<file path="src/rtl/muldiv_seq.sv">
`default_nettype none
// ============================================================================
// Module   : muldiv_seq
// Purpose  : Iterative RV32M multiply/divide unit with a valid/ready interface.
//            It uses a shift-add multiplier and a restoring divider on operand
//            magnitudes, with the sign fixed up in the last iteration.
// Ports    : CLK, RESET_N (async, active low)
//            IN_VALID/IN_READY, FUNC3, DATA1, DATA2 : request handshake
//            OUT_VALID/OUT_READY, RESULT             : response handshake
//            KILL : flush the in-flight op; BUSY : high in CALC or DONE
// Revision : 1.0 - initial release
// ============================================================================
module muldiv_seq #(
    parameter int XLEN      = 32,
    parameter bit EARLY_OUT = 1'b1
) (
    input  logic            CLK,
    input  logic            RESET_N,
    input  logic            IN_VALID,
    output logic            IN_READY,
    input  logic [2:0]      FUNC3,
    input  logic [XLEN-1:0] DATA1,
    input  logic [XLEN-1:0] DATA2,
    input  logic            KILL,
    output logic            OUT_VALID,
    input  logic            OUT_READY,
    output logic [XLEN-1:0] RESULT,
    output logic            BUSY
);

    typedef enum logic [1:0] {
        S_IDLE = 2'd0,
        S_CALC = 2'd1,
        S_DONE = 2'd2
    } state_t;

    localparam logic [2:0] F_MUL    = 3'b000;
    localparam logic [2:0] F_MULH   = 3'b001;
    localparam logic [2:0] F_MULHSU = 3'b010;
    localparam logic [2:0] F_DIV    = 3'b100;
    localparam logic [2:0] F_REM    = 3'b110;

    localparam logic [XLEN-1:0] C_MIN_NEG  = {1'b1, {(XLEN-1){1'b0}}};
    localparam logic [XLEN-1:0] C_ALL_ONES = {XLEN{1'b1}};

    state_t              state_q, state_d;
    logic [4:0]          count_q, count_d;
    logic [2:0]          func_q, func_d;
    logic [XLEN-1:0]     a_q, a_d;        // multiplicand, or dividend/quotient shifter
    logic [XLEN-1:0]     b_q, b_d;        // divisor magnitude
    logic [2*XLEN-1:0]   acc_q, acc_d;    // product accumulator, multiplier in low half
    logic [XLEN-1:0]     rem_q, rem_d;    // partial remainder
    logic                negq_q, negq_d;  // negate product / quotient
    logic                negr_q, negr_d;  // negate remainder
    logic [XLEN-1:0]     result_q, result_d;

    // Accept-time decode
    logic            s1, s2, dz, ovf;
    logic [XLEN-1:0] mag1, mag2;

    // One iteration of each engine
    logic [XLEN:0]     mul_sum;
    logic [2*XLEN-1:0] acc_nx;
    logic [XLEN:0]     div_shift;         // 33-bit partial remainder after shift
    logic [XLEN+1:0]   div_trial;
    logic              div_bit;
    logic [XLEN-1:0]   rem_nx, quo_nx;
    logic [2*XLEN-1:0] prod_fix;
    logic [XLEN-1:0]   quo_fix, rem_fix;

    // A successful trial subtraction leaves a value below the divisor, so
    // bit XLEN of the trial is always zero when it is kept.
    logic unused_bits;
    assign unused_bits = div_trial[XLEN];

    always_comb begin
        s1 = DATA1[XLEN-1] & ((FUNC3 == F_MULH) | (FUNC3 == F_MULHSU) |
                              (FUNC3 == F_DIV)  | (FUNC3 == F_REM));
        s2 = DATA2[XLEN-1] & ((FUNC3 == F_MULH) | (FUNC3 == F_DIV) |
                              (FUNC3 == F_REM));
        mag1 = s1 ? -DATA1 : DATA1;
        mag2 = s2 ? -DATA2 : DATA2;
        dz   = (DATA2 == '0);
        ovf  = ((FUNC3 == F_DIV) | (FUNC3 == F_REM)) &
               (DATA1 == C_MIN_NEG) & (DATA2 == C_ALL_ONES);

        mul_sum = {1'b0, acc_q[2*XLEN-1:XLEN]} + (acc_q[0] ? {1'b0, a_q} : '0);
        acc_nx  = {mul_sum, acc_q[XLEN-1:1]};

        div_shift = {rem_q, a_q[XLEN-1]};
        div_trial = {1'b0, div_shift} - {2'b00, b_q};
        div_bit   = ~div_trial[XLEN+1];
        rem_nx    = div_bit ? div_trial[XLEN-1:0] : div_shift[XLEN-1:0];
        quo_nx    = {a_q[XLEN-2:0], div_bit};

        prod_fix = negq_q ? -acc_nx : acc_nx;
        quo_fix  = negq_q ? -quo_nx : quo_nx;
        rem_fix  = negr_q ? -rem_nx : rem_nx;
    end

    always_comb begin
        state_d  = state_q;
        count_d  = count_q;
        func_d   = func_q;
        a_d      = a_q;
        b_d      = b_q;
        acc_d    = acc_q;
        rem_d    = rem_q;
        negq_d   = negq_q;
        negr_d   = negr_q;
        result_d = result_q;

        case (state_q)
            S_IDLE: begin
                if (IN_VALID) begin
                    func_d  = FUNC3;
                    a_d     = mag1;
                    b_d     = mag2;
                    acc_d   = {{XLEN{1'b0}}, mag2};
                    rem_d   = '0;
                    count_d = '0;
                    // A zero divisor must not flip the all-ones quotient.
                    negq_d  = (s1 ^ s2) & ~dz;
                    negr_d  = s1;
                    if (EARLY_OUT && FUNC3[2] && dz) begin
                        result_d = FUNC3[1] ? DATA1 : C_ALL_ONES;
                        state_d  = S_DONE;
                    end else if (EARLY_OUT && ovf) begin
                        result_d = FUNC3[1] ? '0 : C_MIN_NEG;
                        state_d  = S_DONE;
                    end else begin
                        state_d = S_CALC;
                    end
                end
            end
            S_CALC: begin
                if (KILL) begin
                    state_d = S_IDLE;
                end else begin
                    count_d = count_q + 5'd1;
                    if (!func_q[2]) begin
                        acc_d = acc_nx;
                    end else begin
                        a_d   = quo_nx;
                        rem_d = rem_nx;
                    end
                    if (count_q == 5'd31) begin
                        if (!func_q[2]) begin
                            result_d = (func_q == F_MUL) ? prod_fix[XLEN-1:0]
                                                         : prod_fix[2*XLEN-1:XLEN];
                        end else begin
                            result_d = func_q[1] ? rem_fix : quo_fix;
                        end
                        state_d = S_DONE;
                    end
                end
            end
            S_DONE: begin
                if (KILL || OUT_READY) begin
                    state_d = S_IDLE;
                end
            end
            default: state_d = S_IDLE;
        endcase
    end

    always_ff @(posedge CLK or negedge RESET_N) begin
        if (!RESET_N) begin
            state_q  <= S_IDLE;
            count_q  <= '0;
            func_q   <= '0;
            a_q      <= '0;
            b_q      <= '0;
            acc_q    <= '0;
            rem_q    <= '0;
            negq_q   <= 1'b0;
            negr_q   <= 1'b0;
            result_q <= '0;
        end else begin
            state_q  <= state_d;
            count_q  <= count_d;
            func_q   <= func_d;
            a_q      <= a_d;
            b_q      <= b_d;
            acc_q    <= acc_d;
            rem_q    <= rem_d;
            negq_q   <= negq_d;
            negr_q   <= negr_d;
            result_q <= result_d;
        end
    end

    assign IN_READY  = (state_q == S_IDLE);
    assign OUT_VALID = (state_q == S_DONE);
    assign BUSY      = (state_q != S_IDLE);
    assign RESULT    = result_q;

endmodule
`default_nettype wire

</file>
<file path="config.mk">
export PLATFORM = sky130hd
export DESIGN_NAME = muldiv_seq
export DESIGN_NICKNAME = d
export VERILOG_FILES = /design/src/rtl/muldiv_seq.sv
export SDC_FILE = /design/constraint.sdc
export NUM_CORES = 1
export LEC_CHECK = 0
export ABC_AREA = 1
export BUFFER_PORTS_ARGS = -buffer_cell sky130_fd_sc_hd__buf_2
export CAP_MARGIN = 20
export CORE_UTILIZATION = 30
export CTS_CLUSTER_DIAMETER = 120
export CTS_CLUSTER_SIZE = 20
export DETAILED_ROUTE_END_ITERATION = 6
export SLEW_MARGIN = 20
export SYNTH_ARGS = -nofsm -noshare
export SYNTH_HDL_FRONTEND = slang
export SYNTH_SLANG_ARGS = --single-unit
</file>
<file path="constraint.sdc">
create_clock -name CLK -period 4.8 [get_ports CLK]
set_clock_uncertainty 0.15 [all_clocks]
set_input_delay 0.96 -clock CLK [delete_from_list [all_inputs] [get_ports CLK]]
set_output_delay 0.96 -clock CLK [all_outputs]
set_load 0.01 [all_outputs]
</file>
==> PnR_summary.wiki <==
{| class="wikitable"
! Metric !! Value
|-
| Result of the run || finished, final reports clean
|-
| XOR/XNOR Fraction of Synth Area || 4.28%
|-
| Pin slew with the least headroom to its limit || 1.02 ns
|-
| Most instantiated cells after synthesis || sky130_fd_sc_hd__nand2_1 (809), sky130_fd_sc_hd__inv_1 (392), sky130_fd_sc_hd__nor2_1 (361), sky130_fd_sc_hd__o21ai_0 (345), sky130_fd_sc_hd__a21oi_1 (218)
|-
| Average footprint of a synthesized cell || 6.16 um2
|-
| Combinational family with the most area after synthesis || simple AND/OR/NAND/NOR gates
|-
| Max Buffers Root-to-Sink || 3
|-
| Post-layout min period || 4.36 ns
|-
| Number of max-cap violations || 0
|-
| Layout Area Growth over Synthesis || 9.84%
|-
| Cells after DPL || 4,038
|-
| Clock H-tree levels || 1
|-
| Flip-flop cell with the highest count after synthesis || sky130_fd_sc_hd__dfrtp_1
|-
| Number of remaining DRC errors || 0
|-
| Top-Level Pins || 107
|-
| Final instance area || 0.0213 mm2
|-
| Distinct cell type count after synthesis || 62
|-
| Overall global routing resource usage || 23.8%
|-
| Total die area || 0.0658 mm2
|-
| Start-to-end type of the worst setup path || reg2reg
|-
| Total iterations of the first detailed-routing run || 6
|-
| Destination of the worst register-to-register timing path || RESULT[30]$_DFFE_PN0P_
|-
| Category of the worst setup path launch point || flop
|-
| Clk root buf || sky130_fd_sc_hd__clkbuf_16
|-
| Total gr overflow || 0
|-
| Most used standard cell by instance count after synthesis || sky130_fd_sc_hd__nand2_1
|-
| R2r worst-path depth || 23
|-
| Synth Warn # || 0
|-
| Filler Cell Count || 7,175
|-
| Number of setup violations in the final report || 0
|-
| Cell accounting for the most synthesized area || sky130_fd_sc_hd__dfrtp_1
|-
| Leading cell types by total area after synthesis || sky130_fd_sc_hd__dfrtp_1 (26%), sky130_fd_sc_hd__nand2_1 (16%), sky130_fd_sc_hd__o21ai_0 (8.9%)
|-
| Share of the synthesized area in the top cell type || 26.3%
|-
| Area after DPL || 0.0209 mm2
|-
| Core Rows || 92
|-
| Simple-gate portion of the synthesized area || 34.0%
|-
| Clock slew at reported path FFs || 0.11 ns
|-
| Die boundary width || 256 um
|-
| Adder-Cell Fraction of Synth Area || 4.84%
|-
| Share of synthesized area occupied by flip-flops and latches || 26.3%
|-
| Routed WL per cell || 19.8 um
|-
| Worst EP arrival || 4.67 ns
|-
| CP endpoint kind || flop
|-
| Via count of the first global-routing pass || 19.8k
|-
| Final critical-path share of the clock period || 90.8%
|-
| Clock tree from TritonCTS || yes
|-
| DPL Wire Length || 63,600 um
|-
| Combined area of all synthesized cells || 0.0194 mm2
|-
| Nets in the synthesized netlist || 3,298
|-
| Number of flip-flops and latches in the synthesized netlist || 204
|-
| Final standard cell utilization of the core || 33.6%
|-
| IO Port Bufs || 106
|-
| Count of nets after finishing || 3,354
|-
| Number of setup buffers added after CTS || 0
|-
| Post-route non-filler standard cell count || 4,061
|-
| Total length of routed wires || 80,300 um
|-
| Async set-reset flop share out of synthesis || 100%
|-
| Highest fanout seen on the critical path || 46
|-
| Number of violations reported at the end of detailed-routing iteration 0 || 2,265
|-
| Detail-routed via count per cell || 5.31
|-
| Mux cell area share after synthesis || 0.0515%
|-
| Number of enable-type register cells in the synthesized netlist || 0
|-
| Routability congestion estimate || 0.991
|-
| Number of antenna violations at the first check in global routing || 4
|-
| Pins over their slew limit || 0
|-
| Core ar. || 0.0635 mm2
|-
| Clock latency on the worst-skew pair || 0.53 ns
|-
| Total number of clock tree sinks || 204
|-
| DRT antenna net count || 0
|-
| Reg-to-Reg Start || rem_q[19]$_DFFE_PN0P_
|-
| Cell count after synthesis || 3,152
|-
| Initial standard-cell utilization of the core || 30.6%
|-
| Path class of the lowest-slack min-delay path || in2async
|-
| RSZ-0062 raised after global routing || false
|-
| Wire length of the first global-routing pass || 121,000 um
|-
| Fraction of layout instances using a drive strength above 1 || 8.03%
|-
| Chip height || 256 um
|-
| Cts bufs inserted || 14
|-
| Worst relative slew slack || 31.5%
|-
| Setup tns final || 0 ns
|-
| Register-to-register path setup slack || 0.44 ns
|-
| Pin count of the biggest net entering global routing || 98
|-
| Final hold violation count || 0
|-
| Required time worst endpoint || 5.12 ns
|-
| Maximum clock rate || 0.230 GHz
|-
| Post-synthesis compound-gate area fraction || 20.2%
|-
| Routed via count || 21.6k
|}
-- state kept, by name (all words and copies together), names as in the netlist --
name / count
func_q: 3
count_q: 5
negr_q: 1
acc_q: 64
a_q: 32
rem_q: 32
state_q: 2
negq_q: 1
RESULT: 32
b_q: 32
-- per-layer routing --
layer	global-route usage (%)	wire (um)
met4	8.09	3160
met3	5.25	8440
met2	34.8	32600
met5	0	16
met1	34.1	36100
-- critical path, cell delays in order (launching register included) --
cell and delay [ns]:
sky130_fd_sc_hd__dfrtp_1 0.41, sky130_fd_sc_hd__ha_1 0.39, sky130_fd_sc_hd__nand2_2 0.10, sky130_fd_sc_hd__nor2_2 0.14, sky130_fd_sc_hd__inv_2 0.06, sky130_fd_sc_hd__nor3_2 0.24
sky130_fd_sc_hd__and2_4 0.21, sky130_fd_sc_hd__nand2_4 0.06, sky130_fd_sc_hd__nand2_4 0.08, sky130_fd_sc_hd__buf_4 0.53, sky130_fd_sc_hd__nand2_2 0.13, sky130_fd_sc_hd__o21ai_4 0.15
sky130_fd_sc_hd__ha_1 0.25, sky130_fd_sc_hd__nand2_1 0.09, sky130_fd_sc_hd__nand3b_1 0.26, sky130_fd_sc_hd__nor2_1 0.25, sky130_fd_sc_hd__nand2_1 0.16, sky130_fd_sc_hd__nand2_2 0.13
sky130_fd_sc_hd__nand2_1 0.06, sky130_fd_sc_hd__nand2_1 0.05, sky130_fd_sc_hd__nand3_1 0.13, sky130_fd_sc_hd__nand2_1 0.10, sky130_fd_sc_hd__nand2_1 0.05, sky130_fd_sc_hd__a21oi_1 0.14
-- how the worst max path moves through the flow --
stage / slack (ns) / from / depth (start not counted) / endpoint
2_1_floorplan: 1.09 / rem_q[19]$_DFFE_PN0P_ / 23 / RESULT[30]$_DFFE_PN0P_
3_3_place_gp: 0.30 / DATA1[0] / 15 / RESULT[23]$_DFFE_PN0P_
5_1_grt: 0.14 / b_q[26]$_DFFE_PN0P_ / 22 / RESULT[10]$_DFFE_PN0P_
3_5_place_dp: 0.28 / DATA1[0] / 15 / RESULT[23]$_DFFE_PN0P_
4_1_cts: 0.51 / rem_q[19]$_DFFE_PN0P_ / 23 / RESULT[30]$_DFFE_PN0P_
6_report: 0.44 / rem_q[19]$_DFFE_PN0P_ / 23 / RESULT[30]$_DFFE_PN0P_
-- metrics by stage --
stage / hold slack [ns] / setup WS (ns)
finish: 0.260 / 0.443
global route: 0.359 / 0.141
CTS: 0.345 / 0.507
detailed placement: 0.326 / 0.280
global placement: 0.320 / 0.305
floorplan: 0.293 / 1.09
-- cells in the final DEF (no fill, tap or decap), drive strengths merged, types with 7 or more instances in the layout --
cell    instances
dfrtp         204
a21oi         222
o21ai         362
nand2         839
o21a            8
o211ai         13
buf           153
o22ai          29
o31ai           8
nor3           78
a21o            9
nor4           15
or2             7
nor2          369
o21bai         13
inv           401
o221ai          8
clkbuf         18
xnor2          32
nand3         178
a31oi          15
xor2           63
nand3b         20
ha             72
nand4          43
-- layout make-up --
| cell class | count | area, um2 | share of cell area (%) |
|---|---|---|---|
| Tap cell | 846 | 1060 | 4.96 |
| Clock buffer | 18 | 387 | 1.81 |
| Sequential cell | 204 | 5110 | 23.9 |
| Timing Repair Buffer | 153 | 906 | 4.25 |
| Antenna cell | 3 | 7.51 | 0.0352 |
| Clock inverter | 2 | 17.5 | 0.0821 |
| Inverter | 401 | 1510 | 7.06 |
| Multi-Input combinational cell | 2434 | 12300 | 57.9 |
-- timing repair --
action / 4_1_cts / 5_1_grt
resized for setup: 0 / 1
hold buffers: 0 / 0
setup endpoints to repair: 0 / 1
-- kinds of logic after synthesis --
| family | count (synthesis) |
|---|---|
| mux | 1 |
| fa+ha+maj | 74 |
| simple gates | 1556 |
| flops | 204 |
| compound gates | 708 |
| xor+xnor | 95 |
| buf+inv | 514 |
Power is left out: the tool's default activity adds up to more than one toggle a clock period on the data nets, which glitch-free logic cannot reach.
